File: config.mk
export PLATFORM = sky130hd
export DESIGN_NAME = alu_serial_responder_flat
export DESIGN_NICKNAME = d
export VERILOG_FILES = /design/src/rtl/alu_serial_responder_if.sv /design/src/rtl/alu_serial_responder.sv /design/src/flat_wrapper.sv
export SDC_FILE = /design/constraint.sdc
export NUM_CORES = 1
export LEC_CHECK = 0
export ABC_CLOCK_PERIOD_IN_PS = 6400
export CORE_MARGIN = 2
export CORE_UTILIZATION = 30
export DETAILED_ROUTE_END_ITERATION = 7
export HOLD_SLACK_MARGIN = 0.12
export MAX_ROUTING_LAYER = met4
export PLACE_DENSITY_LB_ADDON = 0.1
export SLEW_MARGIN = 20
export SYNTH_ARGS = -nofsm -noshare
export SYNTH_HDL_FRONTEND = slang
export SYNTH_SLANG_ARGS = --single-unit
File: constraint.sdc
create_clock -name clk -period 6.4 [get_ports clk]
set_clock_uncertainty 0.15 [all_clocks]
set_input_delay 1.28 -clock clk [delete_from_list [all_inputs] [get_ports clk]]
set_output_delay 1.28 -clock clk [all_outputs]
set_load 0.1 [all_outputs]
File: src/rtl/alu_serial_responder_if.sv
// Serial pin bundle between the ALU command BFM (master) and the responder (slave).
// Clock and reset travel as plain ports beside this interface.
interface alu_serial_if;
    logic enable_n;
    logic din;
    logic dout;
    logic dout_valid;
    logic busy;

    modport master (
        output enable_n,
        output din,
        input  dout,
        input  dout_valid,
        input  busy
    );

    modport slave (
        input  enable_n,
        input  din,
        output dout,
        output dout_valid,
        output busy
    );
endinterface

File: src/rtl/alu_serial_responder.sv
// DUT-side endpoint of the ALU serial protocol: receives A, B and opcode frames,
// runs the 8-bit ALU operation and shifts back a status/MSB/LSB response.
module alu_serial_responder #(
    parameter int RESP_GAP = 1
) (
    input  logic         clk,
    input  logic         rst,
    alu_serial_if.slave  bus
);

    localparam logic [3:0] GAP_LAST   = 4'(RESP_GAP - 1);
    localparam logic [4:0] RX_LAST    = 5'd29;
    localparam logic [4:0] TX_BITS    = 5'd30;

    typedef enum logic [2:0] {
        IDLE,
        RX,
        EXEC,
        GAP,
        TX
    } state_t;

    state_t      state_reg;
    logic [29:0] rx_shift_reg;
    logic [4:0]  rx_cnt_reg;
    logic [29:0] tx_shift_reg;
    logic [4:0]  tx_cnt_reg;
    logic [3:0]  gap_cnt_reg;
    logic        dout_reg;
    logic        dout_valid_reg;
    logic        busy_reg;

    assign bus.dout       = dout_reg;
    assign bus.dout_valid = dout_valid_reg;
    assign bus.busy       = busy_reg;

    // Frame 0 (A) arrives first, so it ends up in the top ten bits of the shifter.
    logic [9:0] frame [3];
    logic [2:0] par_err;
    logic [2:0] type_bit;

    generate
        for (genvar gi = 0; gi < 3; gi++) begin : g_frame
            assign frame[gi]    = rx_shift_reg[29 - 10*gi -: 10];
            assign par_err[gi]  = ^frame[gi];
            assign type_bit[gi] = frame[gi][9];
        end
    endgenerate

    logic [7:0]  a_val;
    logic [7:0]  b_val;
    logic [7:0]  op_val;
    logic [15:0] a_sext;
    logic [15:0] b_sext;
    logic [8:0]  add9;

    assign a_val  = frame[0][8:1];
    assign b_val  = frame[1][8:1];
    assign op_val = frame[2][8:1];
    assign a_sext = {{8{a_val[7]}}, a_val};
    assign b_sext = {{8{b_val[7]}}, b_val};
    assign add9   = {1'b0, a_val} + {1'b0, b_val};

    function automatic logic [9:0] mk_frame(input logic ftype, input logic [7:0] data);
        return {ftype, data, ^{ftype, data}};
    endfunction

    logic [15:0] alu_result;
    logic [15:0] resp_result;
    logic [7:0]  resp_status;
    logic        carry_flag;
    logic        ovf_flag;
    logic        inv_op;
    logic        perr_any;
    logic        ferr_any;
    logic [29:0] resp_word;

    always_comb begin
        alu_result  = 16'h0000;
        carry_flag  = 1'b0;
        ovf_flag    = 1'b0;
        inv_op      = 1'b0;
        case (op_val)
            8'h01: begin
                alu_result = a_sext + b_sext;
                carry_flag = add9[8];
                ovf_flag   = (a_val[7] == b_val[7]) && (alu_result[7] != a_val[7]);
            end
            8'h02: alu_result = {8'h00, a_val & b_val};
            8'h03: alu_result = {8'h00, a_val | b_val};
            8'h04: alu_result = {8'h00, a_val ^ b_val};
            8'h05: begin
                alu_result = a_sext - b_sext;
                carry_flag = (a_val < b_val);
                ovf_flag   = (a_val[7] != b_val[7]) && (alu_result[7] != a_val[7]);
            end
            // Low 16 bits of the product match for signed and unsigned operands.
            8'h06: alu_result = a_sext * b_sext;
            default: inv_op = 1'b1;
        endcase

        perr_any = |par_err;
        ferr_any = type_bit[0] | type_bit[1] | ~type_bit[2];

        if (perr_any || ferr_any || inv_op) begin
            resp_result = 16'h0000;
            resp_status = {1'b0, inv_op, ferr_any, perr_any, 4'b0000};
        end else begin
            resp_result = alu_result;
            resp_status = {4'b0000, alu_result[15], (alu_result == 16'h0000),
                           ovf_flag, carry_flag};
        end

        resp_word = {mk_frame(1'b1, resp_status),
                     mk_frame(1'b0, resp_result[15:8]),
                     mk_frame(1'b0, resp_result[7:0])};
    end

    always_ff @(posedge clk) begin
        if (rst) begin
            state_reg      <= IDLE;
            rx_shift_reg   <= '0;
            rx_cnt_reg     <= '0;
            tx_shift_reg   <= '0;
            tx_cnt_reg     <= '0;
            gap_cnt_reg    <= '0;
            dout_reg       <= 1'b0;
            dout_valid_reg <= 1'b0;
            busy_reg       <= 1'b0;
        end else begin
            case (state_reg)
                IDLE: begin
                    if (!bus.enable_n) begin
                        rx_shift_reg <= {29'b0, bus.din};
                        rx_cnt_reg   <= 5'd1;
                        state_reg    <= RX;
                    end
                end

                RX: begin
                    if (bus.enable_n) begin
                        rx_shift_reg <= '0;
                        rx_cnt_reg   <= '0;
                        state_reg    <= IDLE;
                    end else begin
                        rx_shift_reg <= {rx_shift_reg[28:0], bus.din};
                        if (rx_cnt_reg == RX_LAST) begin
                            rx_cnt_reg <= '0;
                            busy_reg   <= 1'b1;
                            state_reg  <= EXEC;
                        end else begin
                            rx_cnt_reg <= rx_cnt_reg + 5'd1;
                        end
                    end
                end

                // Response is latched here; with no gap its first bit goes out on this edge.
                EXEC: begin
                    if (RESP_GAP == 0) begin
                        dout_reg       <= resp_word[29];
                        tx_shift_reg   <= {resp_word[28:0], 1'b0};
                        dout_valid_reg <= 1'b1;
                        tx_cnt_reg     <= 5'd1;
                        state_reg      <= TX;
                    end else begin
                        tx_shift_reg <= resp_word;
                        gap_cnt_reg  <= '0;
                        state_reg    <= GAP;
                    end
                end

                GAP: begin
                    if (gap_cnt_reg == GAP_LAST) begin
                        dout_reg       <= tx_shift_reg[29];
                        tx_shift_reg   <= {tx_shift_reg[28:0], 1'b0};
                        dout_valid_reg <= 1'b1;
                        tx_cnt_reg     <= 5'd1;
                        state_reg      <= TX;
                    end else begin
                        gap_cnt_reg <= gap_cnt_reg + 4'd1;
                    end
                end

                TX: begin
                    if (tx_cnt_reg == TX_BITS) begin
                        dout_reg       <= 1'b0;
                        dout_valid_reg <= 1'b0;
                        busy_reg       <= 1'b0;
                        tx_cnt_reg     <= '0;
                        state_reg      <= IDLE;
                    end else begin
                        dout_reg     <= tx_shift_reg[29];
                        tx_shift_reg <= {tx_shift_reg[28:0], 1'b0};
                        tx_cnt_reg   <= tx_cnt_reg + 5'd1;
                    end
                end

                default: state_reg <= IDLE;
            endcase
        end
    end

endmodule

File: src/flat_wrapper.sv
// flat-port wrapper written by rule: the top's interface ports become plain ports
module alu_serial_responder_flat 
#(
    parameter int RESP_GAP = 1
)
  (clk, rst, bus_enable_n, bus_din, bus_dout, bus_dout_valid, bus_busy);
  alu_serial_if bus_i ();
  input  logic clk;
  input  logic rst;
  input wire logic [$bits(bus_i.enable_n)-1:0] bus_enable_n;
  input wire logic [$bits(bus_i.din)-1:0] bus_din;
  output wire logic [$bits(bus_i.dout)-1:0] bus_dout;
  output wire logic [$bits(bus_i.dout_valid)-1:0] bus_dout_valid;
  output wire logic [$bits(bus_i.busy)-1:0] bus_busy;
  assign bus_i.enable_n = bus_enable_n;
  assign bus_i.din = bus_din;
  assign bus_dout = bus_i.dout;
  assign bus_dout_valid = bus_i.dout_valid;
  assign bus_busy = bus_i.busy;
  alu_serial_responder #(.RESP_GAP(RESP_GAP)) u_core (.clk(clk), .rst(rst), .bus(bus_i));
endmodule
==> flow_metrics.py <==
metrics = {
    "status": {
        "status": "finished clean",
    },
    "final_layout": {
        "area_growth_pct": 8.905,
        "drive_gt1_frac": 0.05016,
        "nNetsFinal": 1054,
        "n_antenna_cell": 0,
        "stdcell_count": 1267,
    },
    "routing": {
        "vias": 6337,
        "via_per_inst": 5.002,
        "antenna_left": 0,
        "wirelength_mm": 21.44,
        "wl_per_cell_microns": 16.92,
        "first_pass_iters": 5,
        "drc": 0,
        "drt_iter0_drc": 396,
    },
    "clock_network": {
        "clk_latency_ps": 350,
        "cts_tree": "yes",
        "cts_root_buffer": "clkbuf_16",
        "htree_num_levels": 3,
        "postCtsSetupBuffers": 0,
        "cts.sink_count": 80,
        "numCtsBuffers": 9,
        "path_clk_slew_ps": 70,
        "cts_resized": 0,
        "cts_max_path_buffers": 2,
        "cts_hold_buf": 0,
    },
    "sta": {
        "fin_crit_sh": 0.9103,
        "setup_viol": 0,
        "max_freq_mhz": 171.7,
        "rsz0062_at_grt": "false",
        "worst_pin_slew_ps": 1030,
        "final.setup.tns_ps": 0,
        "relSlewSlack": 0.3136,
        "setup_slack_ps": 574.4,
        "min_period_ps": 5826,
        "final_max_slew_viol_count": 0,
        "hold_viol_final": 0,
        "hold_ws_ps": 305.4,
    },
    "setup_path": {
        "r2r_start": "u_core.frame[25]",
        "critPathMaxStageDelay_ps": 550,
        "path_class": "flip-flop to flip-flop",
        "endpoint_kind": "flip-flop",
        "cp.required_ps": 6520,
        "worstPathArrival_ps": 5950,
        "startpoint_type": "flip-flop",
        "path_cells": "ha_1 > inv_1 > fa_1 > inv_1 > fa_1 > fa_1 > inv_1 > fa_1 > inv_1 > ha_1 > nor3_1 > nor3_1 > a21o_1 > a311oi_1 > xnor2_1 > o21ai_1 > nor3_1 > a31oi_1 > xor2_1 > a221oi_2",
        "crit_family": "adder cells",
        "cp_max_fo": 7,
        "slowest_stage": "fa_1",
        "startpoint": "u_core.frame[25]",
        "critPathBufInv": 4,
    },
    "global_routing": {
        "grt_max_degree": 52,
        "use_met2": 0.2681,
        "met1_usage": 0.2340,
        "grt_pass1_wl_mm": 34.75,
        "global_route.overflow_total": 0,
        "grt_usage": 0.1710,
        "grt_pass1_vias": 6252,
        "antenna_found_initial": 0,
        "busiest_layer": "met2",
        "use_met3": 0.02235,
    },
    "synthesis": {
        "ys_top_cells_by_area": "dfxtp_1, fa_1, ha_1",
        "ys_seq_area_frac": 0.2095,
        "syn_area_per_cell_sq_um": 8.054,
        "syn_area_sq_um": 7644,
        "synth_top_area_cell": "dfxtp_1",
        "synthCells": 949,
        "synth-seq-cells": 80,
        "ys.warnings.count": 0,
        "synth_cell_types": 68,
        "ys.flop_type": "dfxtp_1",
        "syn_nets": 1071,
        "synth_top_area_frac": 0.2095,
        "synth-edff-count": 0,
        "postSynth.asyncResetShare": 0,
    },
    "floorplan": {
        "dieArea_sq_um": 26770,
        "io_pins": 7,
        "row_count": 58,
        "start_util": 0.3044,
        "core_sq_um": 25110,
        "dieWidth_microns": 163.6,
        "chipHeight_microns": 163.6,
    },
    "job": {
        "cap_violations": 0,
    },
    "power_and_ir_drop": {
        "power_density_nw_per_um2": 144.9,
        "leakage_uw": 0.003345,
        "ir_drop_mv": 0.1025,
    },
    "placed_design": {
        "place_congestion": 0.8082,
        "pre_cts_ws_ps": 562.1,
        "port_buffers": 6,
        "placedCellCount": 1251,
        "hpwl_mm": 16.48,
    },
    "hold_path": {
        "hp-start": "u_core.tx_shift_reg[26]",
        "hp-class": "flip-flop to flip-flop",
    },
}
-- cells in the final DEF, fill, tap and decap left out, types with 8 or more instances in the layout --
cell type / n
nor2_1: 143
inv_1: 115
dfxtp_1: 80
nand2_1: 62
ha_1: 61
fa_1: 57
a21oi_1: 41
xnor2_1: 38
a22oi_1: 34
nor3_1: 32
nand3_1: 23
o21ai_0: 22
xor2_1: 14
a211oi_1: 14
nand2b_1: 12
nor2b_1: 12
buf_4: 12
a311oi_1: 11
a21o_1: 10
clkbuf_16: 9
a221oi_1: 8
-- metal layers --
layer,share of wire,vias up
li1,-,3180
met1,0.49,3048
met2,0.47,95
met3,0.028,14
met4,0.013,0
met5,0,-
-- layout make-up --
class | instances | area (sq um)
fillers | 2747 | 16780
multi-input cells | 703 | 5410
well taps | 330 | 412.9
repair buffers | 18 | 145.1
inverters | 120 | 450.4
flip-flops and latches | 80 | 1602
clock buffers | 9 | 225.2
clock inverters | 7 | 78.83
-- path summary, 6_finish.rpt --
| path | depth (start not counted) | slack (ps) | endpoint |
|---|---|---|---|
| min reg2reg | 2 | 310 | u_core.tx_shift_reg[26] |
| max reg2reg | 20 | 570 | u_core.tx_shift_reg[20] |
| max | 20 | 570 | u_core.tx_shift_reg[20] |
| min | 2 | 310 | u_core.tx_shift_reg[26] |
-- cells in the mapped netlist (all sizes together) (3+ instances only) --
| master | instances |
|---|---|
| nor3 | 33 |
| a311oi | 11 |
| a221o | 3 |
| xnor3 | 5 |
| nand4 | 6 |
| or2 | 4 |
| inv | 116 |
| a221oi | 9 |
| xor2 | 14 |
| mux2i | 4 |
| nor2b | 12 |
| a211oi | 14 |
| dfxtp | 80 |
| and3 | 4 |
| nand2b | 12 |
| and2 | 6 |
| clkbuf | 38 |
| o31ai | 4 |
| ha | 61 |
| nand2 | 62 |
| nor3b | 3 |
| o22ai | 6 |
| a22oi | 34 |
| buf | 8 |
| nor4 | 4 |
| nor2 | 145 |
| or3 | 5 |
| o21ai | 23 |
| xnor2 | 38 |
| nand3 | 23 |
| a21o | 10 |
| fa | 57 |
| o21bai | 4 |
| clkinv | 4 |
| o211ai | 3 |
| a21oi | 43 |
| a31oi | 6 |
-- worst reg2reg max path, delay by kind of cell, from the launching register on --
| kind | cells | cell delay [ps] |
|---|---|---|
| adder cells (fa/ha/maj) | 6 | 2810 |
| XOR/XNOR | 2 | 370 |
| AND/OR/NAND/NOR | 3 | 600 |
| AO/OA/AOI/OAI | 5 | 1090 |
| flip-flops | 1 | 480 |
| buffers and inverters | 4 | 250 |
-- metrics by stage --
stage / cell area, sq um / power, uW / util
floorplan: 7644 / 632.7 / -
global placement: 8016 / 663.6 / 0.3193
detailed placement: 8020 / 663.7 / 0.3194
CTS: 8324 / 1227 / 0.3315
global route: 8324 / 1263 / 0.3315
finish: 8324 / 1206 / 0.3315
-- where the power goes --
| part | switching, uW | leakage (uW) | internal, uW |
|---|---|---|---|
| clock | 248 | 0.000144 | 307 |
| combinational | 79.1 | 0.00255 | 37.5 |
| sequential | 16.1 | 0.000647 | 518 |
-- cell families after synthesis --
kind of cell,share of synthesized area
buf+inv,0.08397
flops,0.2095
fa+ha+maj,0.2491
simple gates,0.2015
compound gates,0.1704
mux,0.01113
xor+xnor,0.07432
(Power assumes the default switching activity.)
